<file path="src/rtl/conf_bus_master.sv">
`timescale 1ns/1ps
// Byte-stream to configuration-bus initiator: decodes write/read commands, drives the
// adr/wdt/val write strobe, captures rdt and returns it as a response byte stream.
module conf_bus_master #(
    parameter int DW_MA = 8,
    parameter int DW_MD = 16
) (
    input  logic             clk,
    input  logic             rstb,
    input  logic [7:0]       cmd_dat,
    input  logic             cmd_vld,
    output logic             cmd_rdy,
    output logic [7:0]       rsp_dat,
    output logic             rsp_vld,
    input  logic             rsp_rdy,
    output logic [DW_MA-1:0] adr,
    output logic [DW_MD-1:0] wdt,
    output logic             val,
    input  logic [DW_MD-1:0] rdt,
    output logic             busy,
    output logic [7:0]       err_cnt
);

    localparam int         NB    = DW_MD / 8;
    localparam logic [2:0] LAST  = 3'(NB - 1);
    localparam logic [7:0] OP_WR = 8'h01;
    localparam logic [7:0] OP_RD = 8'h02;

    typedef enum logic [2:0] {
        S_IDLE  = 3'd0,
        S_ADDR  = 3'd1,
        S_WDATA = 3'd2,
        S_WRITE = 3'd3,
        S_RADR  = 3'd4,
        S_RCAP  = 3'd5,
        S_RSEND = 3'd6
    } state_t;

    state_t           state_r;
    state_t           state_s;
    logic             wr_r;
    logic [2:0]       cnt_r;
    logic [DW_MA-1:0] adr_r;
    logic [DW_MD-1:0] wdt_r;
    logic [DW_MD-1:0] shf_r;
    logic             val_r;
    logic             rsp_vld_r;
    logic             busy_r;
    logic [7:0]       err_r;
    logic             rdy_state_s;
    logic             last_s;

    // Ready is gated by reset so it reads low while rstb is held and high right after release.
    assign rdy_state_s = (state_r == S_IDLE) || (state_r == S_ADDR) || (state_r == S_WDATA);
    assign cmd_rdy     = rstb & rdy_state_s;
    assign last_s      = (cnt_r == LAST);

    assign rsp_dat = shf_r[DW_MD-1 -: 8];
    assign rsp_vld = rsp_vld_r;
    assign adr     = adr_r;
    assign wdt     = wdt_r;
    assign val     = val_r;
    assign busy    = busy_r;
    assign err_cnt = err_r;

    // Next-state decode.
    always_comb begin
        state_s = state_r;
        case (state_r)
            S_IDLE: begin
                if (cmd_vld && ((cmd_dat == OP_WR) || (cmd_dat == OP_RD))) state_s = S_ADDR;
                else                                                       state_s = S_IDLE;
            end
            S_ADDR: begin
                if (cmd_vld) state_s = wr_r ? S_WDATA : S_RADR;
                else         state_s = S_ADDR;
            end
            S_WDATA: begin
                if (cmd_vld && last_s) state_s = S_WRITE;
                else                   state_s = S_WDATA;
            end
            S_WRITE: state_s = S_IDLE;
            S_RADR:  state_s = S_RCAP;
            S_RCAP:  state_s = S_RSEND;
            S_RSEND: begin
                if (rsp_rdy && last_s) state_s = S_IDLE;
                else                   state_s = S_RSEND;
            end
            default: state_s = S_IDLE;
        endcase
    end

    // State register, registered strobes and datapath loads.
    always_ff @(posedge clk or negedge rstb) begin
        if (!rstb) begin
            state_r   <= S_IDLE;
            wr_r      <= 1'b0;
            cnt_r     <= 3'd0;
            adr_r     <= '0;
            wdt_r     <= '0;
            shf_r     <= '0;
            val_r     <= 1'b0;
            rsp_vld_r <= 1'b0;
            busy_r    <= 1'b0;
            err_r     <= 8'd0;
        end else begin
            state_r   <= state_s;
            val_r     <= (state_s == S_WRITE);
            rsp_vld_r <= (state_s == S_RSEND);
            busy_r    <= (state_s != S_IDLE);
            case (state_r)
                S_IDLE: begin
                    cnt_r <= 3'd0;
                    if (cmd_vld) begin
                        if (cmd_dat == OP_WR)      wr_r  <= 1'b1;
                        else if (cmd_dat == OP_RD) wr_r  <= 1'b0;
                        else if (err_r != 8'hFF)   err_r <= err_r + 8'd1;
                    end
                end
                S_ADDR: begin
                    if (cmd_vld) adr_r <= cmd_dat[DW_MA-1:0];
                end
                S_WDATA: begin
                    if (cmd_vld) begin
                        wdt_r <= DW_MD'({wdt_r, cmd_dat});
                        cnt_r <= cnt_r + 3'd1;
                    end
                end
                S_RCAP: begin
                    shf_r <= rdt;
                    cnt_r <= 3'd0;
                end
                S_RSEND: begin
                    if (rsp_rdy) begin
                        shf_r <= DW_MD'({shf_r, 8'h00});
                        cnt_r <= cnt_r + 3'd1;
                    end
                end
                default: begin
                    cnt_r <= cnt_r;
                end
            endcase
        end
    end

endmodule

</file>
<file path="config.mk">
export PLATFORM = sky130hd
export DESIGN_NAME = conf_bus_master
export DESIGN_NICKNAME = d
export VERILOG_FILES = /design/src/rtl/conf_bus_master.sv
export SDC_FILE = /design/constraint.sdc
export NUM_CORES = 1
export LEC_CHECK = 0
export BUFFER_PORTS_ARGS = -buffer_cell sky130_fd_sc_hd__buf_2
export CORE_AREA = 2 2 74 76
export CTS_CLUSTER_SIZE = 40
export DETAILED_ROUTE_END_ITERATION = 12
export DIE_AREA = 0 0 76 78
export PLACE_DENSITY = 0.78
export SLEW_MARGIN = 20
export SYNTH_ARGS = -nofsm -noshare
export SYNTH_HDL_FRONTEND = slang
export SYNTH_SLANG_ARGS = --single-unit
</file>
<file path="constraint.sdc">
create_clock -name clk -period 2 [get_ports clk]
set_input_delay 0 -clock clk [delete_from_list [all_inputs] [get_ports clk]]
set_output_delay 0 -clock clk [all_outputs]
set_load 0.005 [all_outputs]
</file>
==> impl_metrics.tcl, run 1 <==
set metrics [dict create \
    die_area_sq_mm 0.005928 \
    area_growth_pct 35.90 \
    ys_ff_latch 58 \
    core_area_sq_mm 0.005042 \
    syn_avg_cell_area_sq_um 12.30 \
    cts.htree.levels 3 \
    synth.net_count 241 \
    cp_num_buf_inv 2 \
    via_per_inst 5.143 \
    leakagePower_uw 0.001702 \
    die_h_microns 78 \
    antenna_left 0 \
    critPathArrivalTime_ns 2.09 \
    cts_buffer_depth 2 \
    pre_cts_slack_ns 0.2450 \
    synth_ff_type "dfrtp_1" \
    port-buffer-count 71 \
    netlist_area_sq_mm 0.002582 \
    cpPeakStageDelay_ns 0.57 \
    finalInstanceArea_sq_mm 0.003510 \
    grt-ovfl-total 0 \
    synth_top_cell_area_share_pct 56.20 \
    first_global_vias 1987 \
    layout_setup_ws_ns 0.1274 \
    drt_wl_total_mm 5.593 \
    synth_area_leaders "dfrtp_1 (56%), mux2_2 (10%), mux2i_1 (3.1%), o21ai_0 (2.9%), a22o_1 (2.7%)" \
    num-nets-final 341 \
    hold_class "primary input to register" \
    initial_core_util_pct 51.22 \
    gp_congestion 0.8335 \
    setup_viol 0 \
    cts_tree "done" \
    slowest_stage "or4_4" \
    die-width_microns 76 \
    fin_crit_ns 1.873 \
    dpl.hpwl_mm 3.677 \
    clock_latency_ns 0.33 \
    cts.sinks 58 \
    numCtsBuffers 9 \
    drt_iter0_drc 74 \
    drc 0 \
    nFillCells 372 \
    power.density_mw_per_mm2 1395 \
    antenna_cells 0 \
    required_ns 2.22 \
    fin_tns_setup_ns 0 \
    run_status "complete, no violations" \
    crit_path_cell_trace "dlygate4sd3_1, buf_2, or4_4, nor4_4, nor2_2, mux2_4" \
    cts_setup_buffers 0 \
    clkSlewWorstSetupHoldPaths_ns 0.07 \
    grt_max_degree 32 \
    synth-edff-count 0 \
    yosysSeqAreaShare_pct 56.20 \
    max_freq_mhz 534.0 \
    yosys.area.top_type "dfrtp_1" \
    cpLargestDelayFamily "simple AND/OR/NAND/NOR gates" \
    async_reset_ff_share_pct 100.0 \
    grt_pass1_wl_mm 9.363 \
    antenna_found_initial 0 \
    synth_cells 210 \
    finalHoldViolCount 0 \
    fin_worst_skew_ns 0.007810 \
    drive_gt1_share_pct 40.32 \
    crit_fanout 7 \
    ios 72 \
    slew-limit-headroom_pct 64.68 \
    first_pass_iters 5 \
    max-vdd-ir-drop_v 0.0007756 \
    grtUsageTotal_pct 20.18 \
    endpoint_kind "register" \
    tightest_slew_ns 0.5242 \
    cts-root-buf "clkbuf_8" \
    critPathKind "primary input to register" \
    yosysUniqueCellTypes 41 \
    fin_crit_sh_pct 93.63 \
    placed_area_sq_mm 0.003012 \
    drt-wirelength-per-cell_microns 14.53 \
    start_kind "primary input" \
    final_max_slew_viol_count 0 \
    drv_cap 0 \
    yosys_warnings 0 \
    rsz0062_at_grt "false" \
    num_rows 26 \
    vias 1980 \
]
## synthesized netlist by cell type, drive strengths merged, types with 2 or more instances
cell / number
nand2: 12
dfrtp: 58
ha: 3
nand3b: 2
xnor2: 2
inv: 5
buf: 16
o21ai: 15
xor2: 7
nand3: 6
nor3: 6
and3b: 2
mux2i: 8
nor2: 7
nor4: 2
mux2: 25
a31oi: 2
nand2b: 2
a21oi: 5
a22o: 8
## through the flow
step           total power (uW)  hold WS [ns]  utilization (%)  std cells
2_1_floorplan              2985       -0.2956                -        210
3_3_place_gp               3515       0.06960            59.73        344
3_5_place_dp               3583       0.07317            59.73        344
4_1_cts                    4928     0.0009660            69.60        385
5_1_grt                    5208       0.03332            69.60        385
6_report                   4895      0.006289            69.60        385
## metal layers
metal,up-vias,track usage (%),part of all wire (%)
li1,948,-,-
met4,0,10.36,1.8
met5,-,0,0
met1,944,26.25,45
met3,14,6.047,6.8
met2,74,30.80,46
## worst paths after layout
check,start,to,slack (ns),depth (start not counted)
hold / removal,rdt[14],shf_r[14],0.006,3
setup reg to reg,state_r[2],err_cnt[1],0.21,4
min in group asynchronous,rstb,cnt_r[0],0.25,3
max in group asynchronous,rstb,adr[7],1.45,3
hold reg to reg,shf_r[13],shf_r[13],0.48,2
setup / recovery,cmd_dat[3],err_cnt[1],0.13,6
## timing repair
action,in CTS,in global routing
hold buffers,25,0
setup endpoints to repair,0,0
hold endpoints to repair,91,0
resized for setup,0,0
## registers in the layout (all words and copies together), names as in the netlist
name	flops
cnt_r	3
shf_r	16
busy	1
val	1
adr	8
rsp_vld	1
wdt	16
wr_r	1
state_r	3
err_cnt	8
## logic make-up after synthesis
| logic type | count (synthesis) | synth area share [%] |
|---|---|---|
| flops | 58 | 56.20 |
| simple gates | 49 | 11.48 |
| compound gates | 36 | 8.915 |
| mux | 33 | 14.15 |
| buf+inv | 22 | 4.748 |
| xor+xnor | 9 | 3.052 |
| fa+ha+maj | 3 | 1.454 |
## worst min-delay path, delay by kind of cell
family	cells	cell delay, ns
AOI/OAI and AO/OA	1	0.17
buffers and inverters	1	0.08
muxes	1	0.05
## where the power goes
| part | leakage [uW] | internal (uW) | switching [uW] |
|---|---|---|---|
| registers | 0.000725 | 1690 | 323 |
| logic | 0.000851 | 890 | 705 |
| clock network | 0.000126 | 840 | 448 |
| total | 0.00170 | 3420 | 1480 |
## placed cells by master (no fill, tap or decap), types with 2 or more instances in the layout
cell type,instances
a21oi_1,5
a22o_1,8
a31oi_1,2
and3b_1,2
buf_2,71
buf_4,10
bufinv_16,2
clkbuf_8,13
dfrtp_1,58
dlygate4sd3_1,25
ha_1,3
inv_1,5
mux2_2,24
mux2i_1,8
nand2_1,12
nand2b_1,2
nand3_1,6
nand3b_1,2
nor2_1,6
nor3_1,6
o21ai_0,15
xnor2_1,2
xor2_1,7
## area by class of cell
type	count	area, sq um	share of cell area, %
Sequential cell	58	1451	41.35
Inverter	5	18.77	0.5348
Tap cell	70	87.58	2.496
Timing Repair Buffer	106	680.7	19.39
Clock buffer	13	178.9	5.098
Clock inverter	3	68.82	1.961
Multi-Input combinational cell	130	1023	29.16
(Power assumes the default switching activity.)
==> run 2, diff against run 1 <==
- CORE_AREA: 2 2 74 76 -> 2 2 105 107
- DIE_AREA: 0 0 76 78 -> 0 0 107 109
- PLACE_DENSITY: 0.78 -> unset
==> run 2 against run 1 <==
  * Design area grew 0.29%
  * Power shrank 5.0%
  * Routed wire length grew 8.9%
  * Combinational power is essentially flat
  * Critical endpoint unchanged
  * Highest routed layer unchanged
==> impl_metrics.tcl, run 2 (synthesis gave the netlist of run 1 again) <==
set metrics [dict create \
    via_per_inst 4.336 \
    die_h_microns 109 \
    run_status "complete, no violations" \
    crit_fanout 7 \
    layout_commonest_cell "buf_2" \
    cts_tree "done" \
    layout_common_cells "buf_2 (71), dfrtp_1 (58), mux2_2 (24), dlygate4sd3_1 (24), o21ai_0 (15)" \
    multi_input_area_sq_mm 0.001023 \
    critPathKind "primary input to register" \
    fin_crit_ns 1.883 \
    fin_worst_skew_ns 0.005266 \
    ios 72 \
    num_rows 38 \
    dpl.hpwl_mm 4.247 \
    die-width_microns 107 \
    num-nets-final 338 \
    max_freq_mhz 530.9 \
    grt_max_degree 38 \
    port-buffer-count 71 \
    grt-ovfl-total 0 \
    drt_wl_total_mm 6.091 \
    drc 0 \
    seq_area_sq_mm 0.001451 \
    start_kind "primary input" \
    initial_core_util_pct 24.36 \
    required_ns 2.22 \
    antenna_found_initial 0 \
    first_pass_iters 4 \
    area_growth_pct 36.29 \
    first_global_vias 2022 \
    clock_latency_ns 0.33 \
    gp_congestion 0.7493 \
    power.density_mw_per_mm2 1321 \
    cts-root-buf "clkbuf_8" \
    hold_class "primary input to register" \
    die_area_sq_mm 0.01166 \
    grtUsageTotal_pct 11.39 \
    finalHoldViolCount 0 \
    total_power_uw 4651 \
    final_max_slew_viol_count 0 \
    endpoint_kind "register" \
    fin_tns_setup_ns 0 \
    crit-reg2reg-launch "state_r[2]" \
    antenna_cells 0 \
    nFillCells 1080 \
    critPathArrivalTime_ns 2.11 \
    clkSlewWorstSetupHoldPaths_ns 0.07 \
    rsz0062_at_grt "false" \
    drt-wirelength-per-cell_microns 13.48 \
    max-vdd-ir-drop_v 0.0005781 \
    cts.htree.levels 3 \
    numCtsBuffers 9 \
    vias 1960 \
    cts_buffer_depth 2 \
    core_area_sq_mm 0.01060 \
    hold_start "rdt[12]" \
    leakagePower_uw 0.001665 \
    drt_iter0_drc 45 \
    drv_cap 0 \
    fin_crit_sh_pct 94.17 \
    worstSetupStartpoint "cmd_dat[3]" \
    drive_gt1_share_pct 39.74 \
    tightest_slew_ns 0.5376 \
    slew-limit-headroom_pct 63.78 \
    grt_pass1_wl_mm 10.12 \
    cts.sinks 58 \
    setup_viol 0 \
    antenna_left 0 \
]
==> run 2: what timing repair did <==
item | CTS | global route
hold buffers | 23 | 1
gates resized for setup | 0 | 0
hold endpoints to repair | 50 | 1
buffers inserted | 0 | 0
==> run 2: through the flow <==
step	area, sq um	hold slack [ns]	util, %	worst slack, ns	instances
after floorplan	2582	-0.2956	-	0.3295	210
after global placement	3084	0.004698	29.09	0.3221	412
after detailed placement	3084	0.007426	29.09	0.2799	412
after CTS	3510	0.002096	33.10	0.1389	451
after global routing	3520	0.04400	33.20	0.05291	452
final	3520	0.03205	33.20	0.1166	452
==> run 2: worst paths after layout <==
check	to	slack, ns	cells past startpoint
min in group asynchronous	shf_r[11]	0.18	2
worst max register to register	err_cnt[1]	0.27	4
worst max-delay path	err_cnt[1]	0.12	6
worst min register to register	shf_r[15]	0.48	2
worst min-delay path	shf_r[12]	0.03	3
max in group asynchronous	err_cnt[1]	0.96	3
==> run 2: area by class of cell <==
class / count / share of cell area (%)
sequential: 58 / 41.24
multi-input combinational: 130 / 29.08
timing repair buffer: 103 / 18.63
tap: 140 / 4.977
clock buffer: 11 / 4.017
clock inverter: 5 / 1.529
inverter: 5 / 0.5332
==> run 2: per-layer routing <==
metal | track usage [%] | routed length [microns]
met1 | 13.53 | 2665
met2 | 19.02 | 2995
met3 | 5.200 | 411
met4 | 2.505 | 18
met5 | 0 | 0
==> run 2: critical path, stage by stage <==
cell,delay [ns]
dlygate4sd3_1,0.53
buf_2,0.14
or4_4,0.57
nor4_4,0.43
nor2_2,0.12
mux2_4,0.31
==> run 2: where the power goes <==
part | switching [uW] | total (uW) | internal (uW)
Clock | 463 | 1070 | 605
Combinational | 685 | 1570 | 886
Sequential | 324 | 2010 | 1690
Total | 1470 | 4650 | 3180
